## config.mk

```make
export PLATFORM = sky130hd
export DESIGN_NAME = alu_seq
export DESIGN_NICKNAME = d
export VERILOG_FILES = /design/src/rtl/alu_seq.sv
export SDC_FILE = /design/constraint.sdc
export NUM_CORES = 1
export LEC_CHECK = 0
export ABC_AREA = 1
export BUFFER_PORTS_ARGS = -buffer_cell sky130_fd_sc_hd__buf_2
export CAP_MARGIN = 15
export CELL_PAD_IN_SITES_DETAIL_PLACEMENT = 0
export CELL_PAD_IN_SITES_GLOBAL_PLACEMENT = 1
export CORE_UTILIZATION = 42
export CTS_CLUSTER_DIAMETER = 30
export DETAILED_ROUTE_END_ITERATION = 10
export GPL_TIMING_DRIVEN = 0
export PLACE_DENSITY = 0.86
export SLEW_MARGIN = 20
export SYNTH_ARGS = -nofsm -noshare
export SYNTH_HDL_FRONTEND = slang
export SYNTH_SLANG_ARGS = --single-unit
export TNS_END_PERCENT = 10
```

## constraint.sdc

```tcl
create_clock -name clk -period 1.45 [get_ports clk]
set_input_delay 0.0725 -clock clk [delete_from_list [all_inputs] [get_ports clk]]
set_output_delay 0.0725 -clock clk [all_outputs]
set_load 0.05 [all_outputs]
```

## src/rtl/alu_seq.sv

```systemverilog
// alu_seq: registered valid/ready ALU; iterative MUL/MULHU enabled by ALU_SEQ_MUL_EN
module alu_seq #(
  parameter int WIDTH = 32,
  parameter int SHIFT_W = $clog2(WIDTH)
) (
  input  logic             clk,
  input  logic             rst_n,
  input  logic             in_valid,
  output logic             in_ready,
  input  logic [WIDTH-1:0] op1,
  input  logic [WIDTH-1:0] op2,
  input  logic [3:0]       alu_op,
  output logic             out_valid,
  input  logic             out_ready,
  output logic [WIDTH-1:0] result,
  output logic             zero
);
`ifdef ALU_SEQ_MUL_EN
  typedef enum logic [1:0] {IDLE, DONE, MUL_BUSY} state_t;
`else
  typedef enum logic {IDLE, DONE} state_t;
`endif
  state_t state_q, state_d;
  logic [WIDTH-1:0] alu_res, ld_val;
  logic [SHIFT_W-1:0] sh;
  logic accept, is_mul, ld_en;
  assign sh = op2[SHIFT_W-1:0];
  assign in_ready = state_q == IDLE || (state_q == DONE && out_ready);
  assign out_valid = state_q == DONE;
  assign accept = in_valid && in_ready;
  always_comb begin
    alu_res = '0;
    case (alu_op)
      4'b0000: alu_res = op1 & op2;
      4'b0001: alu_res = op1 | op2;
      4'b0010: alu_res = op1 + op2;
      4'b0110: alu_res = op1 - op2;
      4'b0101: alu_res = op1 ^ op2;
      4'b0100: alu_res = {{(WIDTH-1){1'b0}}, op1 < op2};
      4'b0111: alu_res = {{(WIDTH-1){1'b0}}, $signed(op1) < $signed(op2)};
      4'b1000: alu_res = op1 << sh;
      4'b1001: alu_res = op1 >> sh;
      4'b1010: alu_res = $signed(op1) >>> sh;
      default: alu_res = '0;
    endcase
  end
`ifdef ALU_SEQ_MUL_EN
  logic [2*WIDTH-1:0] mcand, acc, acc_nx;
  logic [WIDTH-1:0] mplier, mul_res;
  logic [SHIFT_W-1:0] cnt;
  logic mul_hi, mul_done;
  assign is_mul = alu_op[3:1] == 3'b110;
  assign acc_nx = acc + (mplier[0] ? mcand : '0);
  assign mul_res = mul_hi ? acc_nx[2*WIDTH-1:WIDTH] : acc_nx[WIDTH-1:0];
  assign mul_done = state_q == MUL_BUSY && cnt == SHIFT_W'(WIDTH-1);
  assign ld_en = mul_done || (accept && !is_mul);
  assign ld_val = mul_done ? mul_res : alu_res;
  // One multiplier bit per edge, LSB first; the last step's sum is the full product
  always_ff @(posedge clk or negedge rst_n) begin
    if (!rst_n) begin
      mcand <= '0;
      acc <= '0;
      mplier <= '0;
      cnt <= '0;
      mul_hi <= 1'b0;
    end else if (accept && is_mul) begin
      mcand <= {{WIDTH{1'b0}}, op1};
      acc <= '0;
      mplier <= op2;
      cnt <= '0;
      mul_hi <= alu_op[0];
    end else if (state_q == MUL_BUSY) begin
      mcand <= mcand << 1;
      acc <= acc_nx;
      mplier <= mplier >> 1;
      cnt <= cnt + SHIFT_W'(1);
    end
  end
`else
  assign is_mul = 1'b0;
  assign ld_en = accept;
  assign ld_val = alu_res;
`endif
  always_comb begin
    state_d = state_q;
    if (accept) state_d = DONE;
    else if (state_q == DONE && out_ready) state_d = IDLE;
`ifdef ALU_SEQ_MUL_EN
    if (accept && is_mul) state_d = MUL_BUSY;
    if (mul_done) state_d = DONE;
`endif
  end
  always_ff @(posedge clk or negedge rst_n) begin
    if (!rst_n) begin
      state_q <= IDLE;
      result <= '0;
      zero <= 1'b1;
    end else begin
      state_q <= state_d;
      if (ld_en) begin
        result <= ld_val;
        zero <= ld_val == '0;
      end
    end
  end
endmodule
```

==> results.cfg <==
[status]
violations = negative setup slack
status = complete, but fails checks

[drt]
routedWlPerCell_um = 23.21
drt_iter0_drc = 2027
ant_nets = 0
vias_per_cell = 6.000
wirelength_um = 64310
num_vias = 16630
first_pass_iters = 6
drc = 0

[floorplan]
die_x_um = 168.4
dieHeight_um = 168.4
core_area_um2 = 27030
ios = 107
die-area_um2 = 28360
rows = 60
initial_utilization_pct = 43.04

[power]
p_per_area_nw_per_um2 = 585.1
ir_drop_mv = 0.6815
leakage_nw = 8.011
p_total_w = 0.008598

[synthesis]
yosysMostFrequentCell = nand2_1
synth_nets = 2452
syn-cell-area_um2 = 11630
synth_area_leader_cell = nand2_1
ys_async_sr_fraction_pct = 100.0
synth-seq-area-share_pct = 7.326
synth_edf_count = 0
synthMuxAreaShare_pct = 0
yosys.area.top_type_share_pct = 23.91
yosys_warnings = 0
synth-simple-area-share_pct = 58.66
synth-compound-area-share_pct = 7.928
synth_commonest_cells = nand2_1, nand3_1, inv_1
synth_top_family_by_area = simple AND/OR/NAND/NOR gates
yosys.area_share.xor_xnor_pct = 0
synth_seq_cells = 34
ys.flop_type = dfrtp_1
synth_adder_area_share_pct = 11.32
synthDistinctLibCells = 45
synth_area_per_cell_um2 = 5.110
synthTopCellsByArea = nand2_1, nand3_1, ha_1
synthCells = 2276

[timing]
fin_ws_ns = -0.8943
max_freq_ghz = 0.4266
tightest_slew_ns = 0.9250
finalMaxSlewViolations = 0
final-setup-viol-count = 33
rsz0062_at_grt = true
hold_viol = 0
fin_skew_ns = 0.001951
slew_headroom_pct = 38.34
fin_crit_ns = 2.344
finalCritPeriodShare_pct = 161.7

[finish]
ff_latch_area_um2 = 853.3
insertedDiodeCount = 0
fillers = 2890
post-route-util_pct = 54.37
area_delta_synth_final_pct = 26.34
nets = 2605
multi_input_area_um2 = 10320
layout-drive-gt1-share_pct = 23.79

[placed_design]
place.gp.congestion = 1.049
numPortBuffers = 106
place_hpwl_um = 51900

[worst_hold_path]
worstHoldStart = out_ready
hold_path_end = out_valid$_DFFE_PN0P_
hold_path.class = input port to flop
hold_depth = 4

[worst_setup_path]
crit_family = simple AND/OR/NAND/NOR gates
r2r_cells = 6
critPathKind = input port to flop
crit_chain = buf_8 > buf_8 > inv_12 > buf_12 > buf_12 > fa_2 > nand2_2 > nand2_2 > nand2_2 > nand2_2 > nand3_2 > nand2_2 > nor2_2 > nand2_2 > nor2_4 > nand2_1 > nor2_2 > nand2_2 > nor2_2 > nand2_1 > nor2_1 > nand4_1 > nand2_1
crit_buf_inv = 5
ff2ff_setup_slack_ns = -0.12
startpoint_type = input port
regToRegEndpoint = result[17]$_DFFE_PN0P_
slowest_delay_ns = 0.38
r2r-start = out_valid$_DFFE_PN0P_
cp_slowest_cell = fa_2
cp.required_ns = 1.67
arrival_ns = 2.57
critPathMostFrequentCell = nand2_2
critPathMaxFanout = 5
cp-end-kind = flop

[clock_tree]
clockRootBuffer = clkbuf_16
cts_tree = built
cts_sinks = 34
numCtsBuffers = 5
clk_pin_slew_ns = 0.05
clockBufferDepth = 2
clkLatencyLatePin_ns = 0.28
cts_max_level = 2

[grt]
grt_usage_pct = 44.00
grt_pass1_wl_um = 92430
grt_overflow_total = 0
grt_pass1_vias = 15480
antenna_found_initial = 0
grt_max_degree = 35

[run]
maxCapViolCount = 0
## tightest hold or removal path: cells and delay by family
family	cells	cell delay [ns]
buffers and inverters	2	0.11
AND/OR/NAND/NOR	2	0.11
## how the worst max path moves through the flow
stage | startpoint | end | slack [ns] | depth (start not counted)
after floorplan | op2[1] | zero$_DFFE_PN1P_ | -0.64 | 22
after global placement | op2[3] | zero$_DFFE_PN1P_ | -1.87 | 21
after detailed placement | op2[3] | zero$_DFFE_PN1P_ | -1.90 | 21
after CTS | op2[1] | zero$_DFFE_PN1P_ | -0.78 | 23
after global routing | op2[1] | zero$_DFFE_PN1P_ | -0.98 | 23
final | op2[1] | zero$_DFFE_PN1P_ | -0.89 | 23
## metrics by stage
step	TNS (ns)	area [um2]	instances	setup WS (ns)	hold slack (ns)
2_1_floorplan	-11.82	11770	2276	-0.6379	-0.2231
3_3_place_gp	-41.98	12720	2723	-1.874	0.1613
3_5_place_dp	-42.64	12720	2723	-1.898	0.1902
4_1_cts	-13.94	13990	2756	-0.7778	0.04717
5_1_grt	-18.47	14700	2771	-0.9763	0.06688
6_report	-15.73	14700	2771	-0.8943	0.05199
## power breakdown
group	internal, W	leakage [nW]	total [W]	switching, W
Sequential	0.00110	0.431	0.00119	0.0000847
Combinational	0.00184	7.50	0.00624	0.00440
Clock	0.000777	0.0832	0.00117	0.000394
## layer usage
| layer | routed length (um) | GRT usage [%] | vias up |
|---|---|---|---|
| met2 | 28710 | 72.74 | 977 |
| met3 | 5803 | 6.535 | 275 |
| li1 | - | - | 7622 |
| met5 | 0 | 0 | - |
| met1 | 24250 | 52.33 | 7751 |
| met4 | 5549 | 31.07 | 0 |
## sequential cells by signal, summed over array words and instances (netlist names)
name,flops
zero,1
out_valid,1
result,32
## timing repair
item                                   in CTS  in global routing
pin swaps                                  57                 68
buffers inserted                           26                 14
gates resized for setup                   252                174
endpoints found under the hold margin      33                  0
hold buffers                                1                  0
gates cloned                                0                  1
setup endpoints to repair                  34                 34
## placed cells by master, fill, tap and decap left out, types with 7 or more instances in the layout
cell       netlist  routed
a21oi_2          1      19
a21oi_1         73      48
clkbuf_1        19      13
nand3_1        508     459
a21oi_4          0       7
nand3_4          0      11
nor2_1         204     143
nand2_1        741     650
nand2_4         10      29
buf_2           51     118
clkbuf_4         0      19
ha_4             0       7
dfrtp_1         33      32
buf_12           1      10
buf_6            8      11
nand3_2          4      42
o21ai_1          7      11
ha_1           102      90
nor3_1          21      15
o21ai_0         46      37
o21bai_1         8       8
o22ai_1         17      17
nor2_2           8      43
inv_1          289     269
nand2_2         25      97
inv_2           14      27
nor2_4           1      27
buf_4           10      57
clkbuf_16        0       7
nand4_1         28      28
## cells by family (layout without fill, tap and decap cells)
logic type	count (synthesis)	in the layout
AND/OR/NAND/NOR	1561	1561
flip-flops	34	34
adder cells (fa/ha/maj)	104	104
buffers and inverters	409	563
AO/OA/AOI/OAI	168	168
## final cells by class
cell class              count  share of cell area [%]
well taps                 341                   2.903
multi-input cells        1833                   70.26
clock buffers               8                   1.132
inverters                 307                   8.114
plain buffers             100                   5.066
flip-flops and latches     34                   5.807
repair buffers            148                   6.718
No activity file was read; power rests on OpenSTA's default activity.
